--- src/rtl/pixel_controller.sv ---
// pixel_controller -- free-running 8-digit anode scanner for a multiplexed
// seven-segment display. One digit is enabled per scan clock; a full sweep
// takes 8 clocks (60 Hz per digit at 480 Hz).
//
// Ports:
//   clk_480Hz  in   scan clock; every state change happens on its rising edge
//   reset      in   asynchronous, active-high; forces S0 (digit 0 enabled)
//   a7..a0     out  digit anode enables, a0 = rightmost digit (registered)
//   seg_sel    out  index of the enabled digit for the digit-data mux (registered)
//   state_dbg  out  raw FSM state register (one-hot, or zero-extended binary)
//
// Parameter:
//   ANODE_ACTIVE_LOW  1: selected anode driven 0, others 1; 0: inverted.
//
// Build option:
//   PIX_CTRL_SAFE_FSM_EN  defined   -> 8-bit one-hot state; any illegal pattern
//                                      returns to S0 on the next rising edge.
//                         undefined -> 3-bit binary state; all codes legal.
//
// Interface note: there is no handshake; the block runs whenever reset is low.
module pixel_controller #(
    parameter bit ANODE_ACTIVE_LOW = 1'b1
) (
    input  logic       clk_480Hz,
    input  logic       reset,
    output logic       a7,
    output logic       a6,
    output logic       a5,
    output logic       a4,
    output logic       a3,
    output logic       a2,
    output logic       a1,
    output logic       a0,
    output logic [2:0] seg_sel,
    output logic [7:0] state_dbg
);

`ifdef PIX_CTRL_SAFE_FSM_EN
    typedef enum logic [7:0] {
        S0 = 8'b0000_0001,
        S1 = 8'b0000_0010,
        S2 = 8'b0000_0100,
        S3 = 8'b0000_1000,
        S4 = 8'b0001_0000,
        S5 = 8'b0010_0000,
        S6 = 8'b0100_0000,
        S7 = 8'b1000_0000
    } state_t;
`else
    typedef enum logic [2:0] {
        S0 = 3'd0,
        S1 = 3'd1,
        S2 = 3'd2,
        S3 = 3'd3,
        S4 = 3'd4,
        S5 = 3'd5,
        S6 = 3'd6,
        S7 = 3'd7
    } state_t;
`endif

    state_t     state;
    state_t     next_state;
    logic [2:0] next_idx;
    logic [7:0] anode_q;

    // Anode pattern for digit idx with the configured polarity applied.
    function automatic logic [7:0] anode_pattern(input logic [2:0] idx);
        logic [7:0] onehot;
        onehot = 8'b0000_0001 << idx;
        return ANODE_ACTIVE_LOW ? ~onehot : onehot;
    endfunction

    localparam logic [7:0] RESET_ANODES = anode_pattern(3'd0);

`ifdef PIX_CTRL_SAFE_FSM_EN
    // Any pattern that is not exactly one-hot falls into default and recovers.
    always_comb begin
        next_state = S0;
        next_idx   = 3'd0;
        case (state)
            S0:      begin next_state = S1; next_idx = 3'd1; end
            S1:      begin next_state = S2; next_idx = 3'd2; end
            S2:      begin next_state = S3; next_idx = 3'd3; end
            S3:      begin next_state = S4; next_idx = 3'd4; end
            S4:      begin next_state = S5; next_idx = 3'd5; end
            S5:      begin next_state = S6; next_idx = 3'd6; end
            S6:      begin next_state = S7; next_idx = 3'd7; end
            S7:      begin next_state = S0; next_idx = 3'd0; end
            default: begin next_state = S0; next_idx = 3'd0; end
        endcase
    end

    assign state_dbg = state;
`else
    // Binary encoding: the state code is the digit index, wrap is natural.
    always_comb begin
        next_idx   = state + 3'd1;
        next_state = state_t'(next_idx);
    end

    assign state_dbg = {5'b0_0000, state};
`endif

    // Outputs are loaded from the next-state index on the same edge as the
    // state, so they are registered and always agree with each other.
    always_ff @(posedge clk_480Hz or posedge reset) begin
        if (reset) begin
            state   <= S0;
            seg_sel <= 3'd0;
            anode_q <= RESET_ANODES;
        end else begin
            state   <= next_state;
            seg_sel <= next_idx;
            anode_q <= anode_pattern(next_idx);
        end
    end

    assign {a7, a6, a5, a4, a3, a2, a1, a0} = anode_q;

endmodule

--- config.mk ---
export PLATFORM = sky130hd
export DESIGN_NAME = pixel_controller
export DESIGN_NICKNAME = d
export VERILOG_FILES = /design/src/rtl/pixel_controller.sv
export SDC_FILE = /design/constraint.sdc
export NUM_CORES = 1
export LEC_CHECK = 0
export ABC_AREA = 1
export CAP_MARGIN = 20
export CORE_AREA = 2 2 39 41
export CTS_CLUSTER_SIZE = 30
export DETAILED_ROUTE_END_ITERATION = 8
export DIE_AREA = 0 0 41 43
export PLACE_DENSITY = 0.72
export SLEW_MARGIN = 20
export SYNTH_ARGS = -nofsm -noshare
export SYNTH_HDL_FRONTEND = slang
export SYNTH_SLANG_ARGS = --single-unit
export TNS_END_PERCENT = 5
--- constraint.sdc ---
create_clock -name clk_480Hz -period 1.2 [get_ports clk_480Hz]
set_input_delay 0.24 -clock clk_480Hz [delete_from_list [all_inputs] [get_ports clk_480Hz]]
set_output_delay 0.24 -clock clk_480Hz [all_outputs]
set_load 0.05 [all_outputs]
==> flow_results.org, run 1 <==
** Power
- Internal power component :: 0.0005036 W
- Largest vdd supply drop :: about 0.00045 V
- The share of total power dissipated in combinational logic is 0.066.
- Ratio of total power to cell area :: 836.1 nW/um^2
- Part of the total power dissipated in the clock network :: 0.371
- Share of total power consumed by net switching :: 0.2383
- Power spent charging and discharging nets :: 0.0001576 W
- Summing internal, switching and leakage power gives between 0.0006 and 0.0007 W.
- Of the total power, registers draw 0.562.
- For this design the static power due to leakage is 0.3684 nW.

** Worst setup path
- The startpoint identified for the worst register-to-register timing path is state[0]$_DFF_PP0_.
- Max Fanout on Critical Path :: 1
- Among all stages on the critical path, the largest delay is contributed by dfstp_2.
- Data on the critical path arrives at its endpoint at between 0.9 and 1 ns.
- Combined buffer and inverter count along the critical path :: 1
- Broken down by cell family, the worst path's largest delay share belongs to flip-flops.
- Critical path type :: register to output pin
- Crit. End Element :: output pin
- Critical Path, Cell by Cell :: buf_12
- For the worst setup path, the data required time is 0.96 ns.
- CP peak stage delay :: between 0.5 and 0.6 ns
- Setup crit start kind :: register
- Crit path launch :: anode_q[2]$_DFF_PP1_

** GRT
- Vias in the first global route :: about 330
- First-pass GRT wire length :: 1221 um
- Summed over all layers, the global routing overflow is 0.
- Antenna violations before repair :: 0
- Maximum number of pins on one net before global-route repair :: 12
- Aggregate global-route resource usage :: 0.1041

** Cells and area
- Number of fill cells in the layout :: 115
- In the final layout, flip-flops and latches occupy 287.8 um^2.
- Most common library cell in the layout ignoring fill and taps :: buf_12
- Commonest cells after routing, fill and taps aside :: buf_12, nand3_1, dfstp_2
- For this run, the share of the core covered by cells in the final layout is 0.5714.
- Net count, final :: 66
- The count of cells in the finished layout, fillers not included, comes to 74.
- In the final layout, the share of cells above drive strength 1 is 0.5517.
- Diode insertion count for antenna repair :: 0
- Multi-input gate area in the final layout :: 147.6 um^2
- Synth-to-layout area growth :: 59.60%

** Synth
- Yosys printed 0 warnings.
- For this run, the register share of the synthesized area comes to 0.5732.
- The synthesized netlist occupies a cell area of just under 500 um^2.
- Counting distinct cell types in the post-synthesis netlist gives 10.
- Counting flops and latches in the post-synthesis netlist gives 11.
- Gate count of the mapped netlist :: 43
- Dividing the synthesized area by the synthesized cell count gives 11.52 um^2.

** Status
- Outcome :: finished, final reports clean

** Worst hold path
- In this run the worst hold path is classified as input pin to asynchronous set/reset pin.

** Floorplanning
- In this run the count of I/O pins placed on the die edge is 21.
- Horizontal die dimension :: slightly above 40 um
- Measured along the y axis, the die boundary spans 43 um.
- Area of the die :: approximately 1800 um^2
- The initialized floorplan defines 14 standard-cell rows.
- The initial utilization of the core area, before any placement, comes to 0.3580.
- The core region is 1384 um^2.

** STA
- Min Clock Period, post-route :: roughly 1.2 ns
- Max Clock Skew :: 0.004387 ns
- RSZ-0062 raised after global routing :: true
- Setup violations remaining at the end of the flow were counted as 0.
- Static timing analysis puts the maximum clock frequency at 842.0 MHz.
- The number of pins with negative max-slew slack in the final report came to 0.
- Total negative setup slack :: 0 ns
- Crit share post-route :: 0.9897
- Hold Vio Cnt, Final :: 0

** Clock network
- Maximum count of clock buffers along a single path :: 2
- The tree is rooted in a clkbuf_4.
- The clock net in this run drives a total of 11 sinks.
- Number of buffers inserted during clock tree synthesis :: 3
- Clk slew on worst S/H paths :: about 0.070 ns
- TritonCTS built the clock tree.
- After clock tree synthesis, the flow added hold-fix buffers numbering 0.
- Number of levels the H-tree was split into :: 1
- Clock latency reported for the late side of the worst-skew pair :: 0.27 ns

** Detailed routing
- Wire length per cell :: between 10 and 15 um
- Routed wire length :: 755 um
- Total vias in the final route :: 312
- In the routed design, unresolved DRC markers number 0.
- Initial detailed-routing violation count :: 6
- The first detailed-routing pass took 4 iterations.
- Antenna Violating Nets Remaining :: 0
- Via-per-instance ratio :: between 4 and 5

** Placed design
- Port-buffer cells :: 15
- The congestion estimate from routability-driven global placement came to 0.8048.
- The number of placed instances, taps included, is 70.
- Dpl hpwl :: 625.9 um

** Flow run
- Max Cap Violations :: 0
-- synth_stat cells --
| master | number | area (um^2) |
|---|---|---|
| nand2_1 | 2 | 7.510 |
| nand3_1 | 8 | 40.04 |
| dfrtp_1 | 4 | 100.1 |
| inv_2 | 2 | 7.510 |
| inv_1 | 3 | 11.26 |
| ha_1 | 5 | 62.56 |
| dfstp_2 | 7 | 183.9 |
| buf_4 | 8 | 60.06 |
| conb_1 | 1 | 3.750 |
| nand2_2 | 3 | 18.77 |
-- state kept, by name, summed over array words and instances, names as in the netlist --
signal / cells
anode_q: 8
state: 3
-- layer usage --
metal  vias up  global-route usage  part of all wire
li1        149                   -                 -
met1       144              0.1017              0.36
met2        17              0.1688              0.54
met3         2             0.03141             0.078
met4         0             0.08000             0.015
met5         -                   0                 0
-- power by group through the flow --
stage                     clock (W)  sequential [W]  combinational (W)
final                      0.000246        0.000372          0.0000437
after global routing       0.000276        0.000372          0.0000463
after CTS                  0.000250        0.000372          0.0000440
after detailed placement          0        0.000378          0.0000438
after global placement            0        0.000378          0.0000439
after floorplan                   0        0.000378          0.0000521
-- per-stage QoR --
step                hold WS, ns  area, um^2  worst slack (ns)
finish                   0.2464       790.8           0.01232
global route             0.2841       790.8         -0.009306
CTS                      0.2616       790.8          0.008713
detailed placement       0.5390       763.2            0.1466
global placement         0.5447       763.2            0.1826
floorplan               0.08729       513.0          -0.01086
-- final timing paths --
path,end,slack (ns),depth (start not counted)
setup / recovery,a2,0.01,1
hold / removal,anode_q[0]$_DFF_PP0_,0.25,2
setup reg to reg,anode_q[4]$_DFF_PP1_,0.12,3
hold reg to reg,state[0]$_DFF_PP0_,0.62,1
max in group asynchronous,anode_q[5]$_DFF_PP1_,0.64,2
min in group clk_480Hz,state[0]$_DFF_PP0_,0.62,1
-- area by class of cell --
class / count / share of cell area
inverters: 5 / 0.02373
clock buffers: 4 / 0.03323
multi-input cells: 23 / 0.1867
well taps: 16 / 0.02532
flip-flops and latches: 11 / 0.3639
repair buffers: 15 / 0.3671
-- cells by family (layout without fill, tap and decap cells) --
group,Yosys count,count (layout),share of synthesized area
flops,11,11,0.5732
buf+inv,13,24,0.1591
fa+ha+maj,5,5,0.1263
simple gates,13,13,0.1339
other cells,1,5,0.007568
-- repair_timing --
item | 4_1_cts | 5_1_grt
endpoints found under the setup margin | 2 | 6
resized for setup | 1 | 0
buffers inserted | 0 | 0
Power figures use the tool's default switching activity.
==> run 2, diff against run 1 <==
--- a/config.mk
+++ b/config.mk
@@ -7,10 +7,10 @@
 export LEC_CHECK = 0
 export ABC_AREA = 1
 export CAP_MARGIN = 20
-export CORE_AREA = 2 2 39 41
+export CORE_AREA = 4 4 41 43
 export CTS_CLUSTER_SIZE = 30
 export DETAILED_ROUTE_END_ITERATION = 8
-export DIE_AREA = 0 0 41 43
+export DIE_AREA = 0 0 45 47
 export PLACE_DENSITY = 0.72
 export SLEW_MARGIN = 20
 export SYNTH_ARGS = -nofsm -noshare
==> run 2 against run 1 <==
Against the previous run:
- via count down 0.96%
- utilization is 3.5 points higher
- hold slack gained 0.021 ns
- sequential cell count did not move
- clock skew fell by 0.0029 ns
- global-route usage fell by 2.1 points
- fmax shrank 0.13%
- sequential power barely moved
==> flow_results.org, run 2 (synthesis results as in run 1) <==
** Status
- The flow ran to the end, and the final reports show no timing, DRC or antenna violations.

** Worst setup path
- In this run the register-to-register setup slack is 0.14 ns.
- Critical Path, Cell by Cell :: buf_12
- Data arrives at the worst endpoint at 0.95 ns.
- For the worst setup path, the data required time is 0.96 ns.
- R2R cell count :: 3
- Combined buffer and inverter count along the critical path :: 1
- Beginning of the worst register-to-register path :: state[0]$_DFF_PP0_
- STA classifies the critical path endpoint as an output pin.
- Of all nets on the critical path, the largest fanout is 1.
- CP peak stage delay :: ~0.55 ns
- The critical path is of the register to output pin type.
- The slowest stage of the critical path belongs to the cell dfstp_2.
- Critical path's top delay family :: flip-flops
- Setup crit start kind :: register
- In this run the critical register-to-register path is captured at anode_q[0]$_DFF_PP0_.

** Power
- For this design the static power due to leakage is 0.3684 nW.
- After layout, the design draws a total of 0.0006683 W.
- IR analysis of the VDD net gives a maximum drop of 0.0005127 V.
- Ratio of total power to cell area :: ~850 nW/um^2

** Cells and area
- Max reg flops :: 8
- In the final layout, the share of cells above drive strength 1 is 0.5517.
- In the final layout, the multi-input gates occupy 147.6 um^2.
- Register cell area after layout :: 287.8 um^2
- Number of fill cells in the layout :: 115
- Net count, final :: 66
- Diode insertion count for antenna repair :: 0
- The largest registers in the layout are anode_q x8, state x3.
- With fillers left out, the area of the finished cells amounts to 789.5 um^2.
- Most common library cell in the layout ignoring fill and taps :: buf_12
- Biggest register :: anode_q
- Core utilization of the finished layout :: 0.6067
- The area growth from synthesis to layout is 59.34%.
- Commonest cells after routing, fill and taps aside :: buf_12, nand3_1, dfstp_2

** Placed design
- Buffers placed on the I/O ports in this run total 15.
- Cell area after placement :: roughly 760 um^2
- Timing analysis after detailed placement gives a worst setup slack of 0.1563 ns.
- Dpl hpwl :: ~640 um
- The congestion estimate from routability-driven global placement came to 0.7215.

** GRT
- Maximum number of pins on one net before global-route repair :: 12
- Across every metal layer, demand over resource in global routing totals 0.08333.
- Grt total ovfl :: 0
- First-pass GRT wire length :: 1145 um
- Antenna violations before repair :: 0
- The number of global-route vias before repair came to 283.

** Floorplanning
- IO Pins :: 21
- Placement row count :: 13
- Horizontal die dimension :: 45 um
- Area of the die :: 2115 um^2
- The floorplan step set the die height to 47 um.
- CORE AREA :: 1301 um^2
- Initial Utilization :: 0.3808

** Clock network
- No sink is reached through more buffers than the 2 on the longest clock path.
- Clock sink total :: 11
- Clk slew on worst S/H paths :: 0.07 ns
- Post-CTS Hold Buffers :: 0
- TritonCTS built the clock tree.
- Number of buffers inserted during clock tree synthesis :: 3
- Number of levels the H-tree was split into :: 1
- Clk Tree Root Cell :: clkbuf_4
- For the worst-skew pair, the clock arrives at the later sink with an insertion delay of 0.27 ns.

** Detailed routing
- Antenna Violating Nets Remaining :: 0
- After the first detailed-routing iteration, the DRC count stood at 7.
- Using the TritonRoute via totals, the vias-per-cell ratio works out to around 4.2.
- For this block, the via count after detailed routing is 309.
- Pre-antenna DRT Iters :: 2
- For this run, design rule violations remaining after detail routing come to 0.
- Routed wire length :: 775 um
- Wire length per cell :: 10.62 um

** STA
- The number of pins with negative max-slew slack in the final report was 0.
- Crit share post-route :: 0.9910
- Hold Vio Cnt, Final :: 0
- Setup repair after global routing could not meet its margin everywhere.
- For the final database, setup skew stands at 0.001485 ns.
- Based on the critical path, the design can be clocked at up to 840.9 MHz.
- Setup slack closes at between 0.01 and 0.015 ns.
- Min Clock Period, post-route :: 1.189 ns
- Setup violations remaining at the end of the flow were counted as 0.

** Flow run
- Max Cap Violations :: 0

** Worst hold path
- Worst min-delay path category :: input pin to asynchronous set/reset pin
==> run 2: cell counts in the layout (fill, tap and decap cells not counted) <==
No cell type changed its count.
==> run 2: worst register-to-register path, cell delays in order (launching register included) <==
cell     delay (ns)
dfrtp_2        0.47
ha_1           0.27
nand2_2        0.12
nand3_1        0.08
==> run 2: repair_timing <==
action | in CTS | in global routing
cloned | 0 | 0
gates resized for setup | 1 | 0
setup endpoints to repair | 2 | 3
buffers inserted | 0 | 0
==> run 2: worst max-delay path by stage <==
stage                                    start  slack (ns)  depth (start not counted)                   end
after global placement      state[0]$_DFF_PP0_        0.18                          3  anode_q[0]$_DFF_PP0_
after detailed placement    state[0]$_DFF_PP0_        0.16                          3  anode_q[0]$_DFF_PP0_
after global routing      anode_q[6]$_DFF_PP1_      -0.007                          1                    a6
final                     anode_q[7]$_DFF_PP1_        0.01                          1                    a7
after floorplan             state[2]$_DFF_PP0_       -0.01                          1          state_dbg[2]
after CTS                 anode_q[7]$_DFF_PP1_       0.006                          1                    a7
==> run 2: through the flow <==
step,cells,TNS [ns],hold WS (ns)
detailed placement,69,0,0.5645
global placement,69,0,0.5435
CTS,73,0,0.2802
floorplan,47,-0.01086,0.08729
global route,73,-0.01419,0.3155
finish,73,0,0.2678
==> run 2: report_power, final <==
group	internal (W)	total [W]	switching [W]
clock network	0.000129	0.000252	0.000123
logic	0.00000306	0.0000443	0.0000412
registers	0.000372	0.000372	0
==> run 2: cell type report <==
| class | instances | area share |
|---|---|---|
| well taps | 15 | 0.02377 |
| inverters | 5 | 0.02377 |
| repair buffers | 15 | 0.3677 |
| multi-input cells | 23 | 0.1870 |
| clock buffers | 4 | 0.03328 |
| flip-flops and latches | 11 | 0.3645 |
==> run 2: metal layers <==
metal	track usage	up-vias	part of all wire	wire length (um)
met5	0	-	0	0
met4	0.08772	0	0.035	27
met2	0.1271	17	0.48	371
met3	0.03831	5	0.13	100
met1	0.08057	137	0.35	275
li1	-	150	-	-
